`src/rtl/fwd_hazard_unit_pkg.sv`:
```
// Shared types for the forwarding/hazard unit: in-flight destination tag and
// bypass-select helpers.
package hazard_pkg;

  // Bypass select value meaning "take the register file".
  localparam int FWD_RF = 0;

  // Tag dst is stored at a fixed width; REG_AW up to this value is supported.
  localparam int TAG_DST_W = 8;

  typedef struct packed {
    logic                 v;
    logic [TAG_DST_W-1:0] dst;
    logic                 ld;
  } hazard_tag_t;

  // Bypass select k refers to tag[k-1]; returns -1 for the register file.
  function automatic int sel_to_stage(input int sel);
    return sel - 1;
  endfunction

endpackage

```
`src/rtl/fwd_hazard_unit_if.sv`:
```
// ID-stage decode fields in, bypass selects / stall out.
interface fwd_hazard_unit_if #(
  parameter int REG_AW  = 3,
  parameter int NUM_FWD = 3,
  parameter int CNT_W   = 16
);
  import hazard_pkg::*;

  localparam int SEL_W = $clog2(NUM_FWD + 1);

  logic              id_valid;
  logic [REG_AW-1:0] id_src_a;
  logic              id_use_a;
  logic [REG_AW-1:0] id_src_b;
  logic              id_use_b;
  logic [REG_AW-1:0] id_dst;
  logic              id_wr;
  logic              id_load;
  logic              flush;
  logic [SEL_W-1:0]  fwd_sel_a;
  logic [SEL_W-1:0]  fwd_sel_b;
  logic              stall;
  logic [CNT_W-1:0]  stall_cnt;

  modport master (
    output id_valid, id_src_a, id_use_a, id_src_b, id_use_b,
           id_dst, id_wr, id_load, flush,
    input  fwd_sel_a, fwd_sel_b, stall, stall_cnt
  );

  modport slave (
    input  id_valid, id_src_a, id_use_a, id_src_b, id_use_b,
           id_dst, id_wr, id_load, flush,
    output fwd_sel_a, fwd_sel_b, stall, stall_cnt
  );

endinterface

```
`src/rtl/fwd_hazard_unit_prio_match.sv`:
```
// Youngest-first priority match of one source operand against the in-flight tags.
module fwd_prio_match
  import hazard_pkg::*;
#(
  parameter int REG_AW     = 3,
  parameter int NUM_FWD    = 3,
  parameter int LOAD_STAGE = 1,
  parameter int SEL_W      = $clog2(NUM_FWD + 1)
) (
  input  hazard_tag_t [NUM_FWD-1:0] tags,
  input  logic [REG_AW-1:0]         src,
  input  logic                      use_src,
  output logic [SEL_W-1:0]          sel,
  output logic                      load_hazard
);

  logic [NUM_FWD-1:0] hit;

  generate
    for (genvar gi = 0; gi < NUM_FWD; gi++) begin : g_hit
      assign hit[gi] = use_src & tags[gi].v & (tags[gi].dst == TAG_DST_W'(src));
    end
  endgenerate

  // Scan oldest to youngest so the youngest hit is the last to assign.
  always_comb begin
    sel         = SEL_W'(FWD_RF);
    load_hazard = 1'b0;
    for (int i = NUM_FWD - 1; i >= 0; i--) begin
      if (hit[i]) begin
        if (tags[i].ld && (i < LOAD_STAGE)) begin
          sel         = SEL_W'(FWD_RF);
          load_hazard = 1'b1;
        end else begin
          sel         = SEL_W'(i + 1);
          load_hazard = 1'b0;
        end
      end
    end
  end

endmodule

```
`src/rtl/fwd_hazard_unit.sv`:
```
// Forwarding / load-use hazard unit: shadow tag pipe, bypass selects, stall and
// saturating stall counter.
module fwd_hazard_unit
  import hazard_pkg::*;
#(
  parameter int REG_AW     = 3,
  parameter int NUM_FWD    = 3,
  parameter int LOAD_STAGE = 1,
  parameter int CNT_W      = 16
) (
  input logic              clk,
  input logic              rst,
  fwd_hazard_unit_if.slave hz
);

  localparam int SEL_W = $clog2(NUM_FWD + 1);

  hazard_tag_t [NUM_FWD-1:0] tag_reg;
  logic [CNT_W-1:0]          cnt_reg;
  logic                      haz_a;
  logic                      haz_b;
  logic                      stall_int;

  fwd_prio_match #(
    .REG_AW(REG_AW), .NUM_FWD(NUM_FWD), .LOAD_STAGE(LOAD_STAGE), .SEL_W(SEL_W)
  ) u_match_a (
    .tags        (tag_reg),
    .src         (hz.id_src_a),
    .use_src     (hz.id_valid & hz.id_use_a),
    .sel         (hz.fwd_sel_a),
    .load_hazard (haz_a)
  );

  fwd_prio_match #(
    .REG_AW(REG_AW), .NUM_FWD(NUM_FWD), .LOAD_STAGE(LOAD_STAGE), .SEL_W(SEL_W)
  ) u_match_b (
    .tags        (tag_reg),
    .src         (hz.id_src_b),
    .use_src     (hz.id_valid & hz.id_use_b),
    .sel         (hz.fwd_sel_b),
    .load_hazard (haz_b)
  );

  // A redirect makes the hazard moot: the dependent instruction is being killed.
  assign stall_int    = (haz_a | haz_b) & ~hz.flush;
  assign hz.stall     = stall_int;
  assign hz.stall_cnt = cnt_reg;

  always_ff @(posedge clk or posedge rst) begin
    if (rst) begin
      tag_reg <= '0;
    end else begin
      for (int i = NUM_FWD - 1; i >= 1; i--) begin
        tag_reg[i] <= tag_reg[i-1];
      end
      if (hz.flush) begin
        tag_reg[0] <= '0;
        tag_reg[1] <= '0;
      end else if (stall_int) begin
        tag_reg[0] <= '0;
      end else begin
        tag_reg[0] <= '{v:   hz.id_valid & hz.id_wr,
                        dst: TAG_DST_W'(hz.id_dst),
                        ld:  hz.id_load};
      end
    end
  end

  always_ff @(posedge clk or posedge rst) begin
    if (rst) begin
      cnt_reg <= '0;
    end else if (stall_int && (cnt_reg != '1)) begin
      cnt_reg <= cnt_reg + CNT_W'(1);
    end
  end

endmodule

```
`src/flat_wrapper.sv`:
```
// flat-port wrapper written by rule: the top's interface ports become plain ports
module fwd_hazard_unit_flat import hazard_pkg::*;
#(
  parameter int REG_AW     = 3,
  parameter int NUM_FWD    = 3,
  parameter int LOAD_STAGE = 1,
  parameter int CNT_W      = 16
)
  (clk, rst, hz_id_valid, hz_id_src_a, hz_id_use_a, hz_id_src_b, hz_id_use_b, hz_id_dst, hz_id_wr, hz_id_load, hz_flush, hz_fwd_sel_a, hz_fwd_sel_b, hz_stall, hz_stall_cnt);
  fwd_hazard_unit_if #(.REG_AW(REG_AW), .NUM_FWD(NUM_FWD), .CNT_W(CNT_W)) hz_i ();
  input logic clk;
  input logic rst;
  input wire logic [$bits(hz_i.id_valid)-1:0] hz_id_valid;
  input wire logic [$bits(hz_i.id_src_a)-1:0] hz_id_src_a;
  input wire logic [$bits(hz_i.id_use_a)-1:0] hz_id_use_a;
  input wire logic [$bits(hz_i.id_src_b)-1:0] hz_id_src_b;
  input wire logic [$bits(hz_i.id_use_b)-1:0] hz_id_use_b;
  input wire logic [$bits(hz_i.id_dst)-1:0] hz_id_dst;
  input wire logic [$bits(hz_i.id_wr)-1:0] hz_id_wr;
  input wire logic [$bits(hz_i.id_load)-1:0] hz_id_load;
  input wire logic [$bits(hz_i.flush)-1:0] hz_flush;
  output wire logic [$bits(hz_i.fwd_sel_a)-1:0] hz_fwd_sel_a;
  output wire logic [$bits(hz_i.fwd_sel_b)-1:0] hz_fwd_sel_b;
  output wire logic [$bits(hz_i.stall)-1:0] hz_stall;
  output wire logic [$bits(hz_i.stall_cnt)-1:0] hz_stall_cnt;
  assign hz_i.id_valid = hz_id_valid;
  assign hz_i.id_src_a = hz_id_src_a;
  assign hz_i.id_use_a = hz_id_use_a;
  assign hz_i.id_src_b = hz_id_src_b;
  assign hz_i.id_use_b = hz_id_use_b;
  assign hz_i.id_dst = hz_id_dst;
  assign hz_i.id_wr = hz_id_wr;
  assign hz_i.id_load = hz_id_load;
  assign hz_i.flush = hz_flush;
  assign hz_fwd_sel_a = hz_i.fwd_sel_a;
  assign hz_fwd_sel_b = hz_i.fwd_sel_b;
  assign hz_stall = hz_i.stall;
  assign hz_stall_cnt = hz_i.stall_cnt;
  fwd_hazard_unit #(.REG_AW(REG_AW), .NUM_FWD(NUM_FWD), .LOAD_STAGE(LOAD_STAGE), .CNT_W(CNT_W)) u_core (.clk(clk), .rst(rst), .hz(hz_i));
endmodule
```
`config.mk`:
```
export PLATFORM = sky130hd
export DESIGN_NAME = fwd_hazard_unit_flat
export DESIGN_NICKNAME = d
export VERILOG_FILES = /design/src/rtl/fwd_hazard_unit_pkg.sv /design/src/rtl/fwd_hazard_unit_if.sv /design/src/rtl/fwd_hazard_unit_prio_match.sv /design/src/rtl/fwd_hazard_unit.sv /design/src/flat_wrapper.sv
export SDC_FILE = /design/constraint.sdc
export NUM_CORES = 1
export LEC_CHECK = 0
export ABC_CLOCK_PERIOD_IN_PS = 5000
export CAP_MARGIN = 20
export CORE_MARGIN = 3
export CORE_UTILIZATION = 52
export DETAILED_ROUTE_END_ITERATION = 6
export PLACE_DENSITY_LB_ADDON = 0.15
export SYNTH_ARGS = -nofsm -noshare
export SYNTH_HDL_FRONTEND = slang
export SYNTH_HIERARCHICAL = 1
export SYNTH_SLANG_ARGS = --single-unit
```
`constraint.sdc`:
```
create_clock -name clk -period 5 [get_ports clk]
set_input_delay 0.5 -clock clk [delete_from_list [all_inputs] [get_ports clk]]
set_output_delay 0.5 -clock clk [all_outputs]
set_load 0.02 [all_outputs]
```
==> impl_metrics.toml, run 1 <==
[setup_path]
cp.arrival_ns = 2.63
cp_common_cell = "clkdlybuf4s50_1"
crit_buf_inv = 2
crit_path_start_kind = "input pin"
path_cells = "clkdlybuf4s50_1, and2_1, nand2_1, nor4_2, and3_1, o21ba_4, clkdlybuf4s50_1"
r2r_cells = 7
crit_required_ns = 4.50
critPathCaptureType = "primary output"
cp_top_family = "buffers and inverters"
critical-path-max-stage-delay_ns = 0.63
crit_cells = 7
crit_slowest_cell = "clkdlybuf4s50_1"
crit_fanout = 7
worstSetupPathType = "input pin to primary output"

[clock_network]
clk_latency_ns = 0.33
cts_buffers = 5
cts_max_level = 2
cts_setup_buffers = 0
cts_buffer_depth = 2
clock_sinks = 29
cts-root-buf = "clkbuf_4"
holdBufCountCts = 0
clkTransAtPathRegs_ns = 0.08
cts_resized = 0
cts_tree = "built"

[timing]
fin_tns_setup_ns = 0
hold_viol = 0
slew_violations = 0
rsz0062_at_grt = "no"
min_period_over_period_pct = 62.7
period_needed_ns = 3.13
fmax_mhz = 319
maxSlewHeadroom_pct = 63.3
setup_viol = 0
finClkSkew_ns = 0.0108
tightest_slew_ns = 0.546

[die]
core_area_sq_mm = 0.00308
die_w_um = 63.1
initial_core_util_pct = 55.0
die_h_um = 63.1
die_area_sq_mm = 0.00398
rows = 20
io_pins = 38

[yosys]
yosys_warnings = 6
synthesis.area_sq_mm = 0.00169
post_synth_inst_count = 157
avgSynthCellArea_sq_um = 10.8

[placed_design]
numPortBuffers = 37
place_congestion = 0.777
dp_hpwl_um = 2830
dp_cells = 265

[finish]
synthToLayoutAreaGrowth_pct = 35.3
drive_above_1_share_pct = 9.61
final_cells = 273
n_antenna_cell = 0
largest_reg_flops = 16
fillers = 222
nets = 247

[run_status]
status = "finished clean"

[drt]
drt-total-wl_um = 3640
vias_per_cell = 5.20
first_pass_iters = 4
wl_per_cell_um = 13.3
drt_iter0_markers = 68
drc_errors = 0
drtAntennaViolNets = 0
dr_total_vias = 1419

[power]
vdd_ir_drop_max_v = 0.000188
cellLeakagePower_nw = 1.04
powerDensity_mw_per_mm2 = 189

[flow_run]
max_cap_violations = 0

[global_routing]
grt_max_degree = 30
overflow = 0
antenna_found_initial = 0
grt_pass1_vias = 1406
grt_pass1_wl_um = 6360
grt_use_total_pct = 20.9

[min_path]
hp-class = "input pin to async pin"
placed cells by master (no fill, tap or decap), types with 2 or more instances in the layout:
cell type        count
a21oi_1              4
a311oi_1             2
and2_1               8
and2b_1              3
and3_1               4
and4_1               2
clkbuf_4             5
clkdlybuf4s50_1     37
conb_1              30
dfrtp_1             29
inv_1                3
mux2_2               2
nand2_1              7
nand3_1              2
nand3_2              2
nand3b_1             3
nand4_1              6
nand4_2              2
nor2_1               9
nor3_1               9
nor4_1               2
nor4_2               2
nor4b_1              2
o21ai_0              3
o31ai_1              2
or3_1                2
or4_1                2
xnor2_1              3
xor2_1              25
path summary, 6_finish.rpt:
check | startpoint | end | slack (ns)
min in group clk | u_core/tag_reg[19]$_DFF_PP0_ | u_core/tag_reg[29]$_DFF_PP0_ | 0.41
worst max register to register | u_core/tag_reg[2]$_DFF_PP0_ | u_core/hz.stall_cnt[10]$_DFFE_PP0P_ | 2.83
worst max-delay path | hz_id_valid | hz_stall | 1.87
worst min-delay path | rst | u_core/tag_reg[11]$_DFF_PP0_ | 0.38
worst min register to register | u_core/tag_reg[19]$_DFF_PP0_ | u_core/tag_reg[29]$_DFF_PP0_ | 0.41
max in group asynchronous | rst | u_core/tag_reg[23]$_DFF_PP0_ | 4.23
layout make-up:
cell class,count,area (sq um),area share [%]
inverters,3,11.3,0.491
well taps,44,55.1,2.40
clock buffers,7,55.1,2.40
multi-input cells,152,1050,45.7
repair buffers,38,398,17.4
flip-flops and latches,29,726,31.7
metrics by stage:
stage / cell area, sq um / hold slack [ns] / util (%) / power [mW] / worst slack (ns)
after floorplan: 1800 / 0.373 / - / 0.269 / 2.85
after global placement: 2210 / 0.388 / 71.8 / 0.289 / 1.92
after detailed placement: 2210 / 0.400 / 71.8 / 0.290 / 1.87
after CTS: 2260 / 0.421 / 73.6 / 0.434 / 1.86
after global routing: 2290 / 0.407 / 74.5 / 0.455 / 1.69
final: 2290 / 0.384 / 74.5 / 0.434 / 1.87
report_power, final:
part / total, mW / switching (mW) / internal, mW
Sequential: 0.243 / 0.00407 / 0.239
Clock: 0.145 / 0.0789 / 0.0662
Combinational: 0.0460 / 0.0226 / 0.0234
Total: 0.434 / 0.106 / 0.328
worst reg2reg max path, stage by stage (launching register included):
cell	delay (ns)
dfrtp_1	0.42
xor2_1	0.16
nor3_1	0.31
and3_1	0.25
o21ba_4	0.23
nand3b_1	0.17
nor2_1	0.16
mux2_2	0.36
layer usage:
metal | GRT usage [%] | share of wire [%] | up-vias
met2 | 33.2 | 47 | 58
met3 | 5.35 | 7.0 | 9
met4 | 9.64 | 1.9 | 0
met1 | 26.5 | 44 | 666
met5 | 0 | 0 | -
li1 | - | - | 686
No activity file was read; power rests on OpenSTA's default activity.
==> run 2, diff against run 1 <==
Settings changed: ABC_CLOCK_PERIOD_IN_PS 5000 to 3300, CORE_UTILIZATION 52 to 50.
Clock period 5 ns to 3.3 ns, I/O delays scaled along.
==> impl_metrics.toml, run 2 (same netlist as run 1, synthesis figures left out) <==
[setup_path]
crit_slowest_cell = "clkdlybuf4s50_1"
crit_required_ns = 2.97
critPathCaptureType = "primary output"
r2r_slack_ns = 1.18
cp.arrival_ns = 2.45
critical-path-max-stage-delay_ns = 0.63
r2r_cells = 7
crit_buf_inv = 2
crit_path_start_kind = "input pin"
cp_common_cell = "clkdlybuf4s50_1"
worstSetupPathType = "input pin to primary output"
path_cells = "clkdlybuf4s50_1, and2_1, nand2_1, nor4_2, and3_1, o21ba_4, clkdlybuf4s50_1"
crit_fanout = 7
rr_startpoint = "u_core/tag_reg[2]$_DFF_PP0_"
cp_top_family = "buffers and inverters"
r2r_end = "u_core/hz.stall_cnt[10]$_DFFE_PP0P_"

[flow_run]
max_cap_violations = 0

[placed_design]
dp_hpwl_um = 2830
numPortBuffers = 37
dp_cells = 265
place_congestion = 0.851

[die]
io_pins = 38
die_h_um = 64.2
core_area_sq_mm = 0.00315
die_area_sq_mm = 0.00412
initial_core_util_pct = 53.7
die_w_um = 64.2
rows = 20

[timing]
slew_violations = 0
finClkSkew_ns = 0.00391
period_needed_ns = 2.78
maxSlewHeadroom_pct = 63.7
rsz0062_at_grt = "no"
min_period_over_period_pct = 84.3
tightest_slew_ns = 0.544
fmax_mhz = 360
setup_viol = 0
fin_tns_setup_ns = 0
hold_viol = 0

[drt]
drtAntennaViolNets = 0
first_pass_iters = 4
drc_errors = 0
dr_total_vias = 1331
vias_per_cell = 4.86
wl_per_cell_um = 13.2
drt_iter0_markers = 57
drt-total-wl_um = 3630

[finish]
n_antenna_cell = 0
nets = 247
drive_above_1_share_pct = 10.4
fillers = 260
final_cells = 274
largest_reg_flops = 16
mostFrequentLayoutCells = "37 x clkdlybuf4s50_1, 30 x conb_1, 29 x dfrtp_1"
layout_commonest_cell = "clkdlybuf4s50_1"
synthToLayoutAreaGrowth_pct = 35.5

[power]
vdd_ir_drop_max_v = 0.000283
powerDensity_mw_per_mm2 = 296
cellLeakagePower_nw = 1.04
clkPwrFrac_pct = 36.0
p_sw_share_pct = 23.7
sequentialPowerShare_pct = 54.0
combPwrFrac_pct = 10.0
power.switching_mw = 0.161
internal-power_mw = 0.519

[global_routing]
grt_max_degree = 30
antenna_found_initial = 0
grt_pass1_vias = 1419
grt_pass1_wl_um = 6400
overflow = 0
grt_use_total_pct = 20.0

[clock_network]
clock_sinks = 29
holdBufCountCts = 0
cts-root-buf = "clkbuf_4"
cts_buffers = 5
clk_latency_ns = 0.32
cts_max_level = 2
cts_setup_buffers = 0
cts_tree = "built"
clkTransAtPathRegs_ns = 0.09
cts_resized = 0
cts_buffer_depth = 2

[min_path]
hp-class = "input pin to async pin"

[run_status]
status = "finished clean"
run 2: cell count changes in the layout (fill, tap and decap cells not counted):
cell,change
buf_16,-1
buf_8,+1
clkbuf_1,-1
clkbuf_8,+1
clkinv_2,+1
run 2: layer usage:
metal  wire length [um]  GRT usage, %
met1               1460          22.4
met5                  0             0
met3                151          5.98
met2               1970          36.1
met4                 43          6.60
run 2: how the worst max path moves through the flow:
| stage | start | end | slack, ns | cells after the start |
|---|---|---|---|---|
| CTS | hz_id_valid | hz_stall | 0.52 | 7 |
| detailed placement | hz_id_valid | hz_stall | 0.53 | 7 |
| finish | hz_id_valid | hz_stall | 0.52 | 7 |
| floorplan | hz_id_valid | u_core/hz.stall_cnt[10]$_DFFE_PP0P_ | 1.32 | 9 |
| global route | hz_id_valid | hz_stall | 0.32 | 7 |
| global placement | hz_id_valid | hz_stall | 0.53 | 7 |
run 2: worst register-to-register path: stages (launching register included):
cell and delay, ns:
dfrtp_1 0.42, xor2_1 0.15, nor3_1 0.30, and3_1 0.25
o21ba_4 0.22, nand3b_1 0.17, nor2_1 0.16, mux2_2 0.35
run 2: cell type report:
class                   count  area, sq um  area share [%]
flip-flops and latches     29          726            31.6
clock buffers               7         65.1            2.84
clock inverters             1         5.00           0.218
inverters                   3         11.3           0.491
repair buffers             38          385            16.8
multi-input cells         152         1050            45.6
well taps                  44         55.1            2.40
run 2: through the flow:
stage | instance area, sq um | power (mW) | setup slack (ns) | utilization, % | hold slack [ns]
floorplan | 1800 | 0.407 | 1.32 | - | 0.373
global placement | 2210 | 0.437 | 0.535 | 70.1 | 0.384
detailed placement | 2210 | 0.440 | 0.535 | 70.1 | 0.394
CTS | 2280 | 0.689 | 0.524 | 72.3 | 0.412
global route | 2290 | 0.719 | 0.324 | 72.8 | 0.352
finish | 2290 | 0.680 | 0.519 | 72.8 | 0.349
run 2: power groups by stage:
stage / Combinational (mW) / Clock, mW / Sequential [mW]
detailed placement: 0.0650 / 0 / 0.375
global route: 0.0759 / 0.274 / 0.369
global placement: 0.0628 / 0 / 0.374
finish: 0.0678 / 0.245 / 0.368
CTS: 0.0653 / 0.256 / 0.368
floorplan: 0.0341 / 0 / 0.373
==> run 3, diff against run 2 <==
Settings changed: ABC_CLOCK_PERIOD_IN_PS 3300 to 2900.
Clock period 3.3 ns to 2.9 ns, I/O delays scaled along.
==> impl_metrics.toml, run 3 (same netlist as run 1, synthesis figures left out) <==
[placed_design]
numPortBuffers = 37
place_congestion = 0.851
dp_hpwl_um = 2730

[drt]
vias_per_cell = 5.07
top_layer = "met4"
dr_total_vias = 1388
drc_errors = 0
first_pass_iters = 7
drt_iter0_markers = 70
wl_met2_um = 2000
drt-met1-wl_um = 1440
wl_met3_um = 153
drt-total-wl_um = 3660
wl_per_cell_um = 13.4
drtAntennaViolNets = 0

[setup_path]
worstSetupPathType = "input pin to primary output"
rr_startpoint = "u_core/tag_reg[2]$_DFF_PP0_"
critPathCaptureType = "primary output"
cp.arrival_ns = 2.45
startpoint = "hz_id_valid"
r2r_end = "u_core/hz.stall_cnt[10]$_DFFE_PP0P_"
crit_path_start_kind = "input pin"
crit_required_ns = 2.61
cp-endpoint = "hz_stall"
r2r_slack_ns = 0.77
r2r_cells = 7
crit_fanout = 7

[die]
core_area_sq_mm = 0.00315
io_pins = 38
rows = 20
initial_core_util_pct = 53.7
die_area_sq_mm = 0.00412
die_h_um = 64.2
die_w_um = 64.2

[power]
vdd_ir_drop_max_v = 0.000264
powerDensity_mw_per_mm2 = 337
cellLeakagePower_nw = 1.04

[timing]
rsz0062_at_grt = "no"
hold_viol = 0
period_needed_ns = 2.74
fmax_mhz = 365
slew_violations = 0
min_period_over_period_pct = 94.5
finClkSkew_ns = 0.00461
setup_viol = 0
fin_tns_setup_ns = 0

[finish]
seqCellArea_sq_um = 726
nets = 247
n_antenna_cell = 0
drive_above_1_share_pct = 10.4
layout_commonest_cell = "clkdlybuf4s50_1"
mostFrequentLayoutCells = "37 x clkdlybuf4s50_1, 30 x conb_1, 29 x dfrtp_1"
fillers = 257
synthToLayoutAreaGrowth_pct = 35.0
final_util_pct = 72.5
largest_reg_flops = 16
multi_input_area_sq_mm = 0.00105

[global_routing]
grt_pass1_wl_um = 6530
antenna_found_initial = 0
overflow = 0
grt_pass1_vias = 1471
grt_max_degree = 30
grt_use_total_pct = 20.2

[clock_network]
cts_max_level = 2
cts_buffers = 5
cts_setup_buffers = 0
cts-root-buf = "clkbuf_4"
cts_buffer_depth = 2
clk_latency_ns = 0.32
clock_sinks = 29
cts_resized = 0
holdBufCountCts = 0
cts_tree = "built"
clkTransAtPathRegs_ns = 0.09

[min_path]
hp-class = "input pin to async pin"

[flow_run]
max_cap_violations = 0

[run_status]
status = "finished clean"
[run 3: changes by cell type in the layout (fill, tap and decap cells not counted)]
cell and change:
buf_4 +1, buf_8 -1
[run 3: metal layers]
layer  up-vias  track usage (%)
li1        681                -
met1       657             21.9
met2        41             37.2
met3         9             4.39
met4         0             8.97
met5         -                0
[run 3: critical path, stage by stage]
cell	delay, ns
clkdlybuf4s50_1	0.47
and2_1	0.18
nand2_1	0.08
nor4_2	0.32
and3_1	0.24
o21ba_4	0.23
clkdlybuf4s50_1	0.62
[run 3: final cells by class]
type                       instances  share of cell area (%)
multi-input combinational        152                    45.8
sequential                        29                    31.7
timing repair buffer              38                    16.5
clock inverter                     1                   0.219
clock buffer                       7                    2.84
tap                               44                    2.41
inverter                           3                   0.492
[run 3: worst min path at each step]
stage	to	slack (ns)
6_report	u_core/hz.stall_cnt[6]$_DFFE_PP0P_	0.34
5_1_grt	u_core/hz.stall_cnt[6]$_DFFE_PP0P_	0.35
4_1_cts	u_core/hz.stall_cnt[6]$_DFFE_PP0P_	0.34
3_5_place_dp	u_core/tag_reg[29]$_DFF_PP0_	0.39
3_3_place_gp	u_core/tag_reg[29]$_DFF_PP0_	0.38
2_1_floorplan	u_core/tag_reg[19]$_DFF_PP0_	0.36
[run 3: metrics by stage]
step	hold WS, ns	power (mW)	std cells	cell area [sq um]	setup WS [ns]
after global routing	0.354	0.817	274	2290	0.0750
after CTS	0.340	0.783	274	2290	0.185
after detailed placement	0.393	0.501	266	2220	0.195
final	0.340	0.771	274	2290	0.158
after global placement	0.385	0.498	266	2220	0.222
after floorplan	0.356	0.464	186	1800	0.935
[run 3: report_power, final]
part / leakage [nW] / switching (mW) / internal, mW
Combinational: 0.612 / 0.0377 / 0.0374
Sequential: 0.386 / 0.00686 / 0.411
Clock: 0.0413 / 0.138 / 0.140
Total: 1.04 / 0.182 / 0.589
==> edit: new RTL, settings of run 2 <==
`CNT_W` is set to 16 in 3 places; all go to 12.
--- a/src/rtl/fwd_hazard_unit_if.sv
+++ b/src/rtl/fwd_hazard_unit_if.sv
@@ -4,3 +4,3 @@
   parameter int NUM_FWD = 3,
-  parameter int CNT_W   = 16
+  parameter int CNT_W   = 12
 );
--- a/src/rtl/fwd_hazard_unit.sv
+++ b/src/rtl/fwd_hazard_unit.sv
@@ -8,3 +8,3 @@
   parameter int LOAD_STAGE = 1,
-  parameter int CNT_W      = 16
+  parameter int CNT_W      = 12
 ) (
--- a/src/flat_wrapper.sv
+++ b/src/flat_wrapper.sv
@@ -6,3 +6,3 @@
   parameter int LOAD_STAGE = 1,
-  parameter int CNT_W      = 16
+  parameter int CNT_W      = 12
 )
Interface: changed (resized hz_stall_cnt); port bits go from 38 to 34. The function was not compared with the original's and may differ.
==> edit against run 2 <==
  * Final area decreased by 16%
  * First-iteration DRC count decreased by 19%
  * Sequential cell count decreased by 4
  * Global-route usage increased by 0.98 points
  * Worst setup slack got worse by 0.076 ns
  * Hold slack improved by 0.069 ns
  * Sequential power decreased by 13%
  * Synthesized area decreased by 16%
  * Clock skew increased by 0.0074 ns
  * Total power decreased by 23%
  * Wire length decreased by 10%
  * Critical endpoint unchanged
==> edit: results (changes against run 2) <==
Clock tree
  – Clock root buffer: clkbuf_4
  – Clk slew on worst S/H paths: 0.13 ns (+0.04 ns)
  – Setup Buffers After CTS: 0 (unchanged)
  – Cts bufs inserted: 3 (-2)
  – Clock Path Buffers: 2 (unchanged)
  – CTS resizes: 0 (unchanged)
  – Clk_lat worst skew: 0.32 ns (about the same)
  – H-tree lvl count: 1 (-1)

Yosys
  – Synth warn: 6 (unchanged)

Detailed routing
  – DRT iter0 DRCs: 46 (-19%)
  – Vias/cell: 5.12 (+5.4%)
  – Drt first pass iters: 4 (unchanged)
  – Post-Route WL: 3260 um (-10%)

Critical path
  – Crit path capture: hz_stall
  – Worst r2r path cells: 8 (+1)
  – CP max FO: 5 (-2)
  – Critical Path AT: 2.53 ns (+0.08 ns)
  – R2r startpoint: u_core/tag_reg[2]$_DFF_PP0_
  – Critical Path Start: hz_id_valid
  – CP Launch Type: primary input
  – Reg2reg end: u_core/hz.stall_cnt[5]$_DFFE_PP0P_
  – R2r setup slk: 1.01 ns (-0.17 ns)

Outcome
  – Status: complete, no violations

Finish
  – Max reg flops: 13 (-3)
  – Nets: 226 (-8.5%)
  – Antenna Cells: 0 (unchanged)
  – Share of layout cells above drive strength 1: 7.25% (-3.2 points)
  – Fillers: 198 (-24%)

GRT
  – Vias in the first global route: 1350 (-4.9%)
  – Pin count of the biggest net entering global routing: 26 (-13%)
  – Total GRT Usage: 21.0% (+0.98 points)
  – Antenna violations before repair: 0 (unchanged)
  – First-pass GRT wire length: 5590 um (-13%)

STA
  – Tmin final: 2.86 ns (+0.0763 ns)
  – Slew of the pin with the lowest slew margin: 0.909 ns (+0.365 ns)
  – Skew final: 0.0113 ns (+0.00736 ns)

Power
  – Int Pwr: 391 uW (-25%)
  – VDD IR max: 0.265 mV (-6.5%)
  – P_leak: 0.934 nW (-10%)

Placed design
  – Post-place setup slack: 0.473 ns (-0.0617 ns)
  – Final GP Congestion: 0.790 (-7.1%)
  – PortBufs: 33 (-11%)
  – Hpwl dp: 2630 um (-7.1%)

Min path
  – Worst hold path class: reg2reg
-- edit: stage by stage --
stage / instances / instance area, sq um / utilization (%)
after floorplan: 170 / 1530 / -
after global placement: 233 / 1900 / 73.3
after detailed placement: 233 / 1900 / 73.3
after CTS: 237 / 1930 / 74.5
after global routing: 237 / 1930 / 74.5
final: 237 / 1930 / 74.5
-- edit: cell type report --
type,instances,share of cell area (%)
clock buffers,3,1.17
inverters,5,0.973
well taps,30,1.95
repair buffers,33,17.1
flip-flops and latches,25,32.4
clock inverters,1,0.389
multi-input cells,140,46.0
-- edit: routing by layer --
layer / wire length (um) / track usage (%)
met4: 44 / 11.3
met2: 1800 / 39.3
met1: 1310 / 22.3
met3: 108 / 2.83
met5: 0 / 0
-- edit: how the worst min path moves through the flow --
stage / to / start / slack, ns / cells past startpoint
after CTS: u_core/tag_reg[29]$_DFF_PP0_ / u_core/tag_reg[19]$_DFF_PP0_ / 0.42 / 0
final: u_core/tag_reg[29]$_DFF_PP0_ / u_core/tag_reg[19]$_DFF_PP0_ / 0.42 / 0
after global routing: u_core/tag_reg[29]$_DFF_PP0_ / u_core/tag_reg[19]$_DFF_PP0_ / 0.45 / 0
after detailed placement: u_core/tag_reg[29]$_DFF_PP0_ / u_core/tag_reg[19]$_DFF_PP0_ / 0.39 / 0
after global placement: u_core/tag_reg[29]$_DFF_PP0_ / u_core/tag_reg[19]$_DFF_PP0_ / 0.38 / 0
after floorplan: u_core/hz.stall_cnt[0]$_DFFE_PP0P_ / rst / 0.36 / 1
-- edit: critical path, stage by stage --
cell and delay (ns):
clkdlybuf4s50_1 0.49, and2_1 0.19, nand2_1 0.09, nor4_2 0.30, and3_1 0.23, o21bai_1 0.13
inv_2 0.13, clkdlybuf4s50_1 0.62
-- edit: power groups by stage --
stage / logic (mW) / registers (mW) / clock network, mW
after floorplan: 0.0333 / 0.323 / 0
after global placement: 0.0619 / 0.324 / 0
after detailed placement: 0.0638 / 0.325 / 0
after CTS: 0.0643 / 0.319 / 0.145
after global routing: 0.0727 / 0.320 / 0.159
final: 0.0648 / 0.319 / 0.140
